**src/rtl/sd_card_pkg.sv**
```systemverilog
`default_nettype none
// +----------------------------------------------------------------------+
// | sd_card_pkg                                                          |
// | Shared SD card command codes, R1 codes, tokens and write statuses.   |
// | Revision: 1.0                                                        |
// +----------------------------------------------------------------------+
package sd_card_pkg;

    typedef enum logic [2:0] {
        NO_CMD = 3'h0,
        CMD0   = 3'h1,
        CMD8   = 3'h2,
        CMD17  = 3'h3,
        CMD24  = 3'h4,
        CMD55  = 3'h5,
        CMD58  = 3'h6,
        CMD41  = 3'h7
    } sd_cmd_t;

    localparam logic [7:0] Rsp_none          = 8'd0;
    localparam logic [7:0] Rsp_no_error      = 8'd1;
    localparam logic [7:0] Rsp_illegal_cmd   = 8'd2;
    localparam logic [7:0] Rsp_crc_error     = 8'd3;
    localparam logic [7:0] Rsp_address_error = 8'd4;
    localparam logic [7:0] Rsp_param_error   = 8'd5;

    localparam logic [7:0] c_tok_start = 8'hFE;
    localparam logic [7:0] c_tok_idle  = 8'hFF;

    localparam logic [7:0] c_wr_ok           = 8'h01;
    localparam logic [7:0] c_wr_cmd_err      = 8'h02;
    localparam logic [7:0] c_wr_crc_rej      = 8'h03;
    localparam logic [7:0] c_wr_write_err    = 8'h04;
    localparam logic [7:0] c_wr_no_token     = 8'h05;
    localparam logic [7:0] c_wr_busy_timeout = 8'h06;

    typedef enum logic [3:0] {
        ST_IDLE    = 4'd0,
        ST_CMD_REQ = 4'd1,
        ST_CMD_ACC = 4'd2,
        ST_CMD_RSP = 4'd3,
        ST_GAP     = 4'd4,
        ST_TOKEN   = 4'd5,
        ST_FETCH   = 4'd6,
        ST_DATA    = 4'd7,
        ST_CRC     = 4'd8,
        ST_RESP    = 4'd9,
        ST_BUSY    = 4'd10,
        ST_DONE    = 4'd11
    } wr_state_t;

    // Data-response token framing: xxx0_sss1
    function automatic logic is_data_token(input logic [7:0] b);
        return (b[4] == 1'b0) && (b[0] == 1'b1);
    endfunction

endpackage
`default_nettype wire

```
**src/rtl/sd_card_write.sv**
```systemverilog
`default_nettype none
// +----------------------------------------------------------------------+
// | sd_card_write                                                        |
// | SPI-mode single-block writer: CMD24, token, 512 bytes, CRC, response,|
// | busy polling. Revision: 1.0                                          |
// +----------------------------------------------------------------------+
module sd_card_write
    import sd_card_pkg::*;
#(
    parameter int BUSY_TIMEOUT = 65535,
    parameter int RSP_MAX      = 8
) (
    input  logic        i_clk,
    input  logic        i_rst,
    input  logic        i_start_write,
    input  logic [31:0] i_addr,
    output logic        o_busy,
    output logic        o_write_done,
    output logic [7:0]  o_status,
    output logic [8:0]  o_addr,
    output logic        o_rd,
    input  logic [7:0]  i_data,
    output logic [7:0]  o_spi_byte,
    output logic        o_spi_start,
    input  logic        i_spi_done,
    input  logic [7:0]  i_spi_rx,
    output logic        o_send_cmd,
    output logic [2:0]  o_cmd_select,
    output logic [31:0] o_cmd_arg,
    input  logic        i_confirm_pin,
    input  logic [7:0]  i_response_status
);

    localparam logic [15:0] c_busy_last = 16'(BUSY_TIMEOUT - 1);
    localparam logic [15:0] c_rsp_last  = 16'(RSP_MAX - 1);

    wr_state_t   r_state, w_state_nx;
    logic        r_pending, w_pending_nx;
    logic [9:0]  r_byte_cnt, w_byte_cnt_nx;
    logic [15:0] r_poll_cnt, w_poll_cnt_nx;
    logic        r_busy, w_busy_nx;
    logic        r_done, w_done_nx;
    logic [7:0]  r_status, w_status_nx;
    logic [8:0]  r_buf_addr, w_buf_addr_nx;
    logic        r_rd, w_rd_nx;
    logic [7:0]  r_spi_byte, w_spi_byte_nx;
    logic        r_spi_start, w_spi_start_nx;
    logic        r_send_cmd, w_send_cmd_nx;
    sd_cmd_t     r_cmd_sel, w_cmd_sel_nx;
    logic [31:0] r_cmd_arg, w_cmd_arg_nx;

    logic        w_xfer_done;
    logic        w_issue;
    logic [7:0]  w_issue_byte;
    logic        w_finish;
    logic [7:0]  w_fin_status;

    // Stray done pulses with nothing outstanding never advance the FSM
    assign w_xfer_done = r_pending & i_spi_done;

    always_comb begin
        w_state_nx     = r_state;
        w_pending_nx   = r_pending;
        w_byte_cnt_nx  = r_byte_cnt;
        w_poll_cnt_nx  = r_poll_cnt;
        w_busy_nx      = r_busy;
        w_done_nx      = 1'b0;
        w_status_nx    = r_status;
        w_buf_addr_nx  = r_buf_addr;
        w_rd_nx        = 1'b0;
        w_spi_byte_nx  = r_spi_byte;
        w_spi_start_nx = 1'b0;
        w_send_cmd_nx  = 1'b0;
        w_cmd_sel_nx   = r_cmd_sel;
        w_cmd_arg_nx   = r_cmd_arg;
        w_issue        = 1'b0;
        w_issue_byte   = c_tok_idle;
        w_finish       = 1'b0;
        w_fin_status   = r_status;

        if (w_xfer_done) w_pending_nx = 1'b0;

        case (r_state)
            ST_IDLE: begin
                if (i_start_write) begin
                    w_cmd_arg_nx  = i_addr;
                    w_cmd_sel_nx  = CMD24;
                    w_send_cmd_nx = 1'b1;
                    w_busy_nx     = 1'b1;
                    w_status_nx   = 8'h00;
                    w_state_nx    = ST_CMD_REQ;
                end
            end
            ST_CMD_REQ: w_state_nx = ST_CMD_ACC;
            ST_CMD_ACC: begin
                if (i_confirm_pin) begin
                    w_cmd_sel_nx = NO_CMD;
                    w_state_nx   = ST_CMD_RSP;
                end
            end
            ST_CMD_RSP: begin
                if (i_confirm_pin) begin
                    if (i_response_status == Rsp_no_error) begin
                        w_issue    = 1'b1;
                        w_state_nx = ST_GAP;
                    end else begin
                        w_finish     = 1'b1;
                        w_fin_status = c_wr_cmd_err;
                    end
                end
            end
            ST_GAP: begin
                if (w_xfer_done) begin
                    w_issue      = 1'b1;
                    w_issue_byte = c_tok_start;
                    w_state_nx   = ST_TOKEN;
                end
            end
            ST_TOKEN: begin
                if (w_xfer_done) begin
                    w_byte_cnt_nx = 10'd0;
                    w_buf_addr_nx = 9'd0;
                    w_rd_nx       = 1'b1;
                    w_state_nx    = ST_FETCH;
                end
            end
            ST_FETCH: w_state_nx = ST_DATA;
            ST_DATA: begin
                // First DATA cycle captures the buffer byte and launches it
                if (!r_pending) begin
                    w_issue      = 1'b1;
                    w_issue_byte = i_data;
                end else if (i_spi_done) begin
                    if (r_byte_cnt == 10'd511) begin
                        w_issue       = 1'b1;
                        w_poll_cnt_nx = 16'd0;
                        w_state_nx    = ST_CRC;
                    end else begin
                        w_byte_cnt_nx = r_byte_cnt + 10'd1;
                        w_buf_addr_nx = r_byte_cnt[8:0] + 9'd1;
                        w_rd_nx       = 1'b1;
                        w_state_nx    = ST_FETCH;
                    end
                end
            end
            ST_CRC: begin
                if (w_xfer_done) begin
                    w_issue = 1'b1;
                    if (r_poll_cnt == 16'd1) begin
                        w_poll_cnt_nx = 16'd0;
                        w_state_nx    = ST_RESP;
                    end else begin
                        w_poll_cnt_nx = r_poll_cnt + 16'd1;
                    end
                end
            end
            ST_RESP: begin
                if (w_xfer_done) begin
                    if (is_data_token(i_spi_rx)) begin
                        case (i_spi_rx[3:1])
                            3'b010: begin
                                w_issue       = 1'b1;
                                w_poll_cnt_nx = 16'd0;
                                w_state_nx    = ST_BUSY;
                            end
                            3'b101: begin
                                w_finish     = 1'b1;
                                w_fin_status = c_wr_crc_rej;
                            end
                            default: begin
                                w_finish     = 1'b1;
                                w_fin_status = c_wr_write_err;
                            end
                        endcase
                    end else if (r_poll_cnt == c_rsp_last) begin
                        w_finish     = 1'b1;
                        w_fin_status = c_wr_no_token;
                    end else begin
                        w_issue       = 1'b1;
                        w_poll_cnt_nx = r_poll_cnt + 16'd1;
                    end
                end
            end
            ST_BUSY: begin
                if (w_xfer_done) begin
                    if (i_spi_rx != 8'h00) begin
                        w_finish     = 1'b1;
                        w_fin_status = c_wr_ok;
                    end else if (r_poll_cnt == c_busy_last) begin
                        w_finish     = 1'b1;
                        w_fin_status = c_wr_busy_timeout;
                    end else begin
                        w_issue       = 1'b1;
                        w_poll_cnt_nx = r_poll_cnt + 16'd1;
                    end
                end
            end
            ST_DONE: begin
                w_busy_nx  = 1'b0;
                w_state_nx = ST_IDLE;
            end
            default: w_state_nx = ST_IDLE;
        endcase

        if (w_issue) begin
            w_spi_start_nx = 1'b1;
            w_spi_byte_nx  = w_issue_byte;
            w_pending_nx   = 1'b1;
        end
        if (w_finish) begin
            w_done_nx   = 1'b1;
            w_status_nx = w_fin_status;
            w_state_nx  = ST_DONE;
        end
    end

    always_ff @(posedge i_clk) begin
        if (i_rst) begin
            r_state     <= ST_IDLE;
            r_pending   <= 1'b0;
            r_byte_cnt  <= 10'd0;
            r_poll_cnt  <= 16'd0;
            r_busy      <= 1'b0;
            r_done      <= 1'b0;
            r_status    <= 8'h00;
            r_buf_addr  <= 9'd0;
            r_rd        <= 1'b0;
            r_spi_byte  <= c_tok_idle;
            r_spi_start <= 1'b0;
            r_send_cmd  <= 1'b0;
            r_cmd_sel   <= NO_CMD;
            r_cmd_arg   <= 32'd0;
        end else begin
            r_state     <= w_state_nx;
            r_pending   <= w_pending_nx;
            r_byte_cnt  <= w_byte_cnt_nx;
            r_poll_cnt  <= w_poll_cnt_nx;
            r_busy      <= w_busy_nx;
            r_done      <= w_done_nx;
            r_status    <= w_status_nx;
            r_buf_addr  <= w_buf_addr_nx;
            r_rd        <= w_rd_nx;
            r_spi_byte  <= w_spi_byte_nx;
            r_spi_start <= w_spi_start_nx;
            r_send_cmd  <= w_send_cmd_nx;
            r_cmd_sel   <= w_cmd_sel_nx;
            r_cmd_arg   <= w_cmd_arg_nx;
        end
    end

    assign o_busy       = r_busy;
    assign o_write_done = r_done;
    assign o_status     = r_status;
    assign o_addr       = r_buf_addr;
    assign o_rd         = r_rd;
    assign o_spi_byte   = r_spi_byte;
    assign o_spi_start  = r_spi_start;
    assign o_send_cmd   = r_send_cmd;
    assign o_cmd_select = r_cmd_sel;
    assign o_cmd_arg    = r_cmd_arg;

endmodule
`default_nettype wire
```
**config.mk**
```make
export PLATFORM = sky130hd
export DESIGN_NAME = sd_card_write
export DESIGN_NICKNAME = d
export VERILOG_FILES = /design/src/rtl/sd_card_pkg.sv /design/src/rtl/sd_card_write.sv
export SDC_FILE = /design/constraint.sdc
export NUM_CORES = 1
export LEC_CHECK = 0
export ABC_AREA = 1
export CAP_MARGIN = 30
export CORE_MARGIN = 3
export CORE_UTILIZATION = 43
export DETAILED_ROUTE_END_ITERATION = 6
export PLACE_DENSITY = 0.76
export SETUP_SLACK_MARGIN = 0.3
export SLEW_MARGIN = 20
export SYNTH_ARGS = -nofsm -noshare
export SYNTH_HDL_FRONTEND = slang
export SYNTH_SLANG_ARGS = --single-unit
```
**constraint.sdc**
```tcl
create_clock -name i_clk -period 1.9 [get_ports i_clk]
set_clock_uncertainty 0.15 [all_clocks]
set_input_delay 0.38 -clock i_clk [delete_from_list [all_inputs] [get_ports i_clk]]
set_output_delay 0.38 -clock i_clk [all_outputs]
set_load 0.03 [all_outputs]
```
# After elaboration in Yosys (flattened, before gate mapping)

Index checks and enable logic that the tools add are counted.

Register bits after elaboration: 96
Input bits: 61
Output and inout port bits: 65

$add $sub $neg: 3
Equal/unequal tests: 60
Muxes and demuxes: 93
Bitwise gates (word level): 4
Reductions and logical operators: 21

Operators with widths:

| kind                                           | count |
|---|---|
| two-way mux 16 bit                             | 12 |
| two-way mux 8 bit                              | 12 |
| case mux 16 bit (4 select lines)               | 1 |
| two-way mux 4 bit                              | 15 |
| inequality test 3 bit, second input constant   | 17 |
| case mux 4 bit (11 select lines)               | 1 |
| two-way mux 10 bit                             | 4 |
| two-way mux 9 bit                              | 4 |
| inequality test 2 bit, second input constant   | 18 |
| two-way mux 1 bit                              | 32 |
| case mux 8 bit (2 select lines)                | 2 |
| AND reduction 14 bit                           | 2 |
| case mux 8 bit (3 select lines)                | 1 |
| case mux 10 bit (2 select lines)               | 1 |
| case mux 9 bit (2 select lines)                | 1 |
| adder 16 x 1 -> 16 bit, second input constant  | 1 |
| == test 16 x 1 -> 1 bit, second input constant | 1 |
| == test 16 bit, second input constant          | 1 |
| == test 16 x 3 -> 1 bit, second input constant | 1 |
| == test 4 x 3 -> 1 bit, second input constant  | 4 |
| == test 4 bit, second input constant           | 4 |
| inequality test 4 bit, second input constant   | 3 |
| nonzero test 2 bit                             | 6 |
| AND reduction 11 bit                           | 1 |
| 27 further kinds                               | 36 |

# Depth between registers and ports, before layout

Depth after elaboration: 7
Gate-level depth with buffers: 13
Gate-level depth less buffers: 13

# Least setup slack after synthesis

No wires, ideal clock.

Path kind: register -> register
From: register r_byte_cnt[0]
To: register r_poll_cnt[4]
Library setup time: 131 ps
Arrival time: 1,611 ps
Data required time: 1,619 ps
Setup slack: 9 ps
Stages on the path, launching flop included: 12
Path buffers: 1
Clock period less this slack: 1,891 ps
Cell sequence: dfxtp_1 > ha_1 > nand2_1 > nor3_1 > nand2_1 > nand2_1 > nand3_2 > nor2_2 > nand2_4 > buf_6 > nand2_1 > a21oi_2

Longest elaborated chain between the ends: 3

RTL lines:

| what                            | line                 | source |
|---|---|---|
| from (decl)                     | sd_card_write.sv:39  | `logic [9:0] r_byte_cnt, w_byte_cnt_nx;` |
| from (signal assigned)          | sd_card_write.sv:236 | `r_byte_cnt <= w_byte_cnt_nx;` |
| == test 10 x 9 -> 1 bit         | sd_card_write.sv:134 | `if (r_byte_cnt == 10'd511) begin` |
| inequality test 2 bit (no line) | --                   |  |
| AND reduction 11 bit (no line)  | --                   |  |
| to (signal assigned)            | sd_card_write.sv:237 | `r_poll_cnt <= w_poll_cnt_nx;` |
| to (decl)                       | sd_card_write.sv:40  | `logic [15:0] r_poll_cnt, w_poll_cnt_nx;` |

Every way passes these cells.
A chain may end at the register's enable or synchronous reset.

# Worst setup path in the final report

From: register r_poll_cnt[1]
To: register r_poll_cnt[0]

Longest elaborated chain between the ends: 4
Elaborated cells on any way between the ends: 9
Classes of those cells: eq/ne: 5; mux: 3; reduce/logical: 1

RTL lines:

| what                             | line                 | source |
|---|---|---|
| == test 16 x 1 -> 1 bit          | sd_card_write.sv:149 | `if (r_poll_cnt == 16'd1) begin` |
| two-way mux 16 bit               | sd_card_write.sv:149 |  |
| two-way mux 16 bit               | sd_card_write.sv:147 | `if (w_xfer_done) begin` |
| case mux 16 bit (4 select lines) | sd_card_write.sv:83  | `case (r_state)` |

Several ways; a longest one is shown, not always the timed one. The select of a mux whose other input is x is not followed.

==> metrics.yaml <==
run_status:
  status: "complete, but fails checks"
  failed_checks: "setup timing"
critical_path:
  critPathBufInv: 4
  start_kind: "register"
  cp_max_fo: 5
  path_class: "reg -> reg"
  reg2reg_depth: 13
  cp.arrival_ns: 2.17
  cp.depth: 13
  slowest_stage: "dfxtp_4"
  worstPathCellList: "buf_4 -> buf_6 -> ha_4 -> nand2_2 -> nor2_2 -> nand3b_1 -> nand3_4 -> nor3_4 -> buf_6 -> nand2_2 -> nand2_1 -> inv_1 -> nor2_1"
  cp_top_family: "simple AND/OR/NAND/NOR gates"
  end_kind: "register"
  slowest_delay_ns: 0.37
  crit_required_ns: 2.05
timing:
  worst_slack_ns: -0.117
  finalSetupViolations: 16
  max_freq_ghz: 0.496
  maxSlewViolCount: 0
  hold_viol: 0
  max_slew.worst_pin.slew_ns: 0.497
  rsz0062_at_grt: "true"
  finalCritPeriodShare_pct: 106
  fin_crit_ns: 2.02
  max_slew_margin_pct: 66.6
routing:
  dr.pass1.iters: 5
  vias: 5014
  drt_wl_total_um: 13700
  routedWlPerCell_um: 14.3
  wl_met3_um: 1120
  drt_iter0_markers: 384
  met1_length_um: 5700
  drc: 0
  antenna_left: 0
  routed-wl-met2_um: 6630
  routed.top_layer: "met4"
  vias_per_cell: 5.26
die:
  pin_count: 126
  dieArea_um2: 11500
  die_w_um: 107
  rows: 36
  core_um2: 9860
  initial_core_util_pct: 44.5
  dieHeight_um: 107
global_route:
  grt_pass1_vias: 4787
  overflow: 0
  grt_pass1_wl_um: 21800
  track_usage_pct: 23.4
  antenna_found_initial: 0
  grt_start_max_net_pins: 56
cts:
  cts_tree: "yes"
  clk_pin_slew_ns: 0.08
  root_buffer: "clkbuf_8"
  cts.htree.levels: 3
  numCtsBuffers: 9
  cts_hold_buf: 0
  clk_latency_ns: 0.37
  clock_sinks: 80
  clockBufferDepth: 2
yosys:
  ys_warn_count: 0
  syn_avg_cell_area_um2: 6.62
  ys_ff_latch: 80
  ys_seq_area_share_pct: 36.5
  synth_area_um2: 4390
  synth_ff_type: "dfxtp_1"
  synth.distinct_cells: 37
  synth_edf_count: 0
  netlist_instances: 663
  synthArstFlopShare_pct: 0
power_and_ir_drop:
  p_sw_share_pct: 41.4
  p_clk_share_pct: 21.3
  combPwrFrac_pct: 44.8
  netSwitchingPower_w: 0.00258
  leakagePower_nw: 2.70
  p_per_area_nw_per_um2: 969
  seq_power_share_pct: 33.9
  p_int_w: 0.00366
  ir_worst_vdd_uv: 656
placement:
  dp_hpwl_um: 9460
  portBuffers: 118
  gp_congestion: 0.939
  dp_cells: 922
layout:
  instances_no_fill: 953
  postLayoutCoreUtil_pct: 65.3
  drive_gt1_share_pct: 26.6
  area.growth.synth_to_final_pct: 46.9
  nets: 880
  n_antenna_cell: 0
job:
  maxCapViolations: 0
hold_path:
  min_path_type: "reg -> reg"
  hold_depth: 2
[power by group through the flow]
stage / registers [W] / clock network [W] / logic, W
global placement: 0.00213 / 0 / 0.00234
global route: 0.00215 / 0.00143 / 0.00303
finish: 0.00212 / 0.00133 / 0.00280
floorplan: 0.00240 / 0 / 0.00128
CTS: 0.00210 / 0.00135 / 0.00259
detailed placement: 0.00214 / 0 / 0.00237
[repair_timing]
action,CTS,global route
hold endpoints to repair,0,0
buffers inserted,9,3
endpoints found under the setup margin,135,95
cloned,2,1
resized for setup,229,67
pin swaps,19,18
[state kept, by name, indices dropped and copies added (netlist names)]
signal	cells
o_cmd_arg	32
r_poll_cnt	16
r_byte_cnt	10
o_spi_byte	8
r_state	4
o_status	3
o_busy	1
o_cmd_select	1
o_rd	1
o_send_cmd	1
o_spi_start	1
o_write_done	1
r_pending	1
[per-layer routing]
layer / vias up / global-route usage, %
li1: 2472 / -
met1: 2286 / 28.2
met2: 230 / 40.2
met3: 26 / 6.32
met4: 0 / 8.22
met5: - / 0
[stage by stage]
stage / power, W / TNS (ns) / setup WS (ns) / hold slack, ns / cell area, um^2
after floorplan: 0.00368 / 0 / 0.144 / 0.284 / 4480
after global placement: 0.00447 / -10.27 / -0.298 / 0.294 / 5930
after detailed placement: 0.00451 / -12.66 / -0.389 / 0.302 / 5930
after CTS: 0.00604 / -0.00363 / -0.00266 / 0.310 / 6390
after global routing: 0.00660 / -3.10 / -0.199 / 0.328 / 6440
final: 0.00624 / -0.860 / -0.117 / 0.313 / 6440
[cell type report]
| class | count | area [um^2] |
|---|---|---|
| Clock buffer | 11 | 141 |
| Clock inverter | 5 | 62.6 |
| Fill cell | 845 | 3420 |
| Inverter | 62 | 245 |
| Multi-Input combinational cell | 488 | 2590 |
| Sequential cell | 80 | 1630 |
| Tap cell | 133 | 166 |
| Timing Repair Buffer | 174 | 1600 |
[worst paths after layout]
path	from	to	slack [ns]
max	r_poll_cnt[1]	r_poll_cnt[0]	-0.12
min	o_cmd_arg[2]	o_cmd_arg[2]	0.31
max reg2reg	r_poll_cnt[1]	r_poll_cnt[0]	-0.12
min reg2reg	o_cmd_arg[2]	o_cmd_arg[2]	0.31
[Yosys cell counts, types with 2 or more instances]
library cell,number,area (um^2)
or2_2,2,12.5
ha_1,4,50.1
clkinv_1,2,7.51
o21ai_0,21,105
buf_4,16,120
buf_2,6,30.0
nand3_1,97,485
buf_6,2,22.5
nand2_2,7,43.8
dfxtp_1,80,1600
nand3b_1,3,22.5
clkbuf_1,16,60.1
nand2_1,168,631
o211ai_1,2,15.0
nor3_1,15,75.1
inv_1,53,199
a31oi_1,4,25.0
nor2_2,2,12.5
xor2_1,5,43.8
a21oi_2,2,17.5
nor2_4,3,33.8
o31ai_1,3,22.5
inv_2,7,26.3
nand4_1,18,113
a21oi_1,57,285
nor2_1,56,210
nor3_2,2,20.0
[tightest hold or removal path, stage by stage, from the launching register on]
cell and delay, ns:
dfxtp_1 0.31, nand2_1 0.06, a21oi_1 0.05
[layout by cell type, fill, tap and decap left out, drive strengths merged]
master,count
o211ai,3
inv,63
nor2,61
conb,7
dfxtp,80
or2,2
nand3,98
a21oi,59
o31ai,3
a31oi,4
nor3,18
dlygate4sd2,1
o22ai,1
bufinv,1
a221oi,1
clkdlybuf4s18,1
ha,4
clkbuf,15
clkdlybuf4s50,58
o21bai,1
buf,75
o21ai,22
clkdlybuf4s15,35
nand2,177
nand3b,3
a211oi,1
clkinv,3
nand4,18
xor2,5
[cells by family (layout without fill, tap and decap cells)]
group / after synthesis / count (layout) / share of synthesized area [%]
fa+ha+maj: 4 / 4 / 1.14
compound gates: 95 / 95 / 12.0
simple gates: 376 / 377 / 38.7
xor+xnor: 5 / 5 / 0.998
buf+inv: 102 / 252 / 10.6
other cells: 1 / 7 / 0.0855
flops: 80 / 80 / 36.5
(Power assumes the default switching activity.)
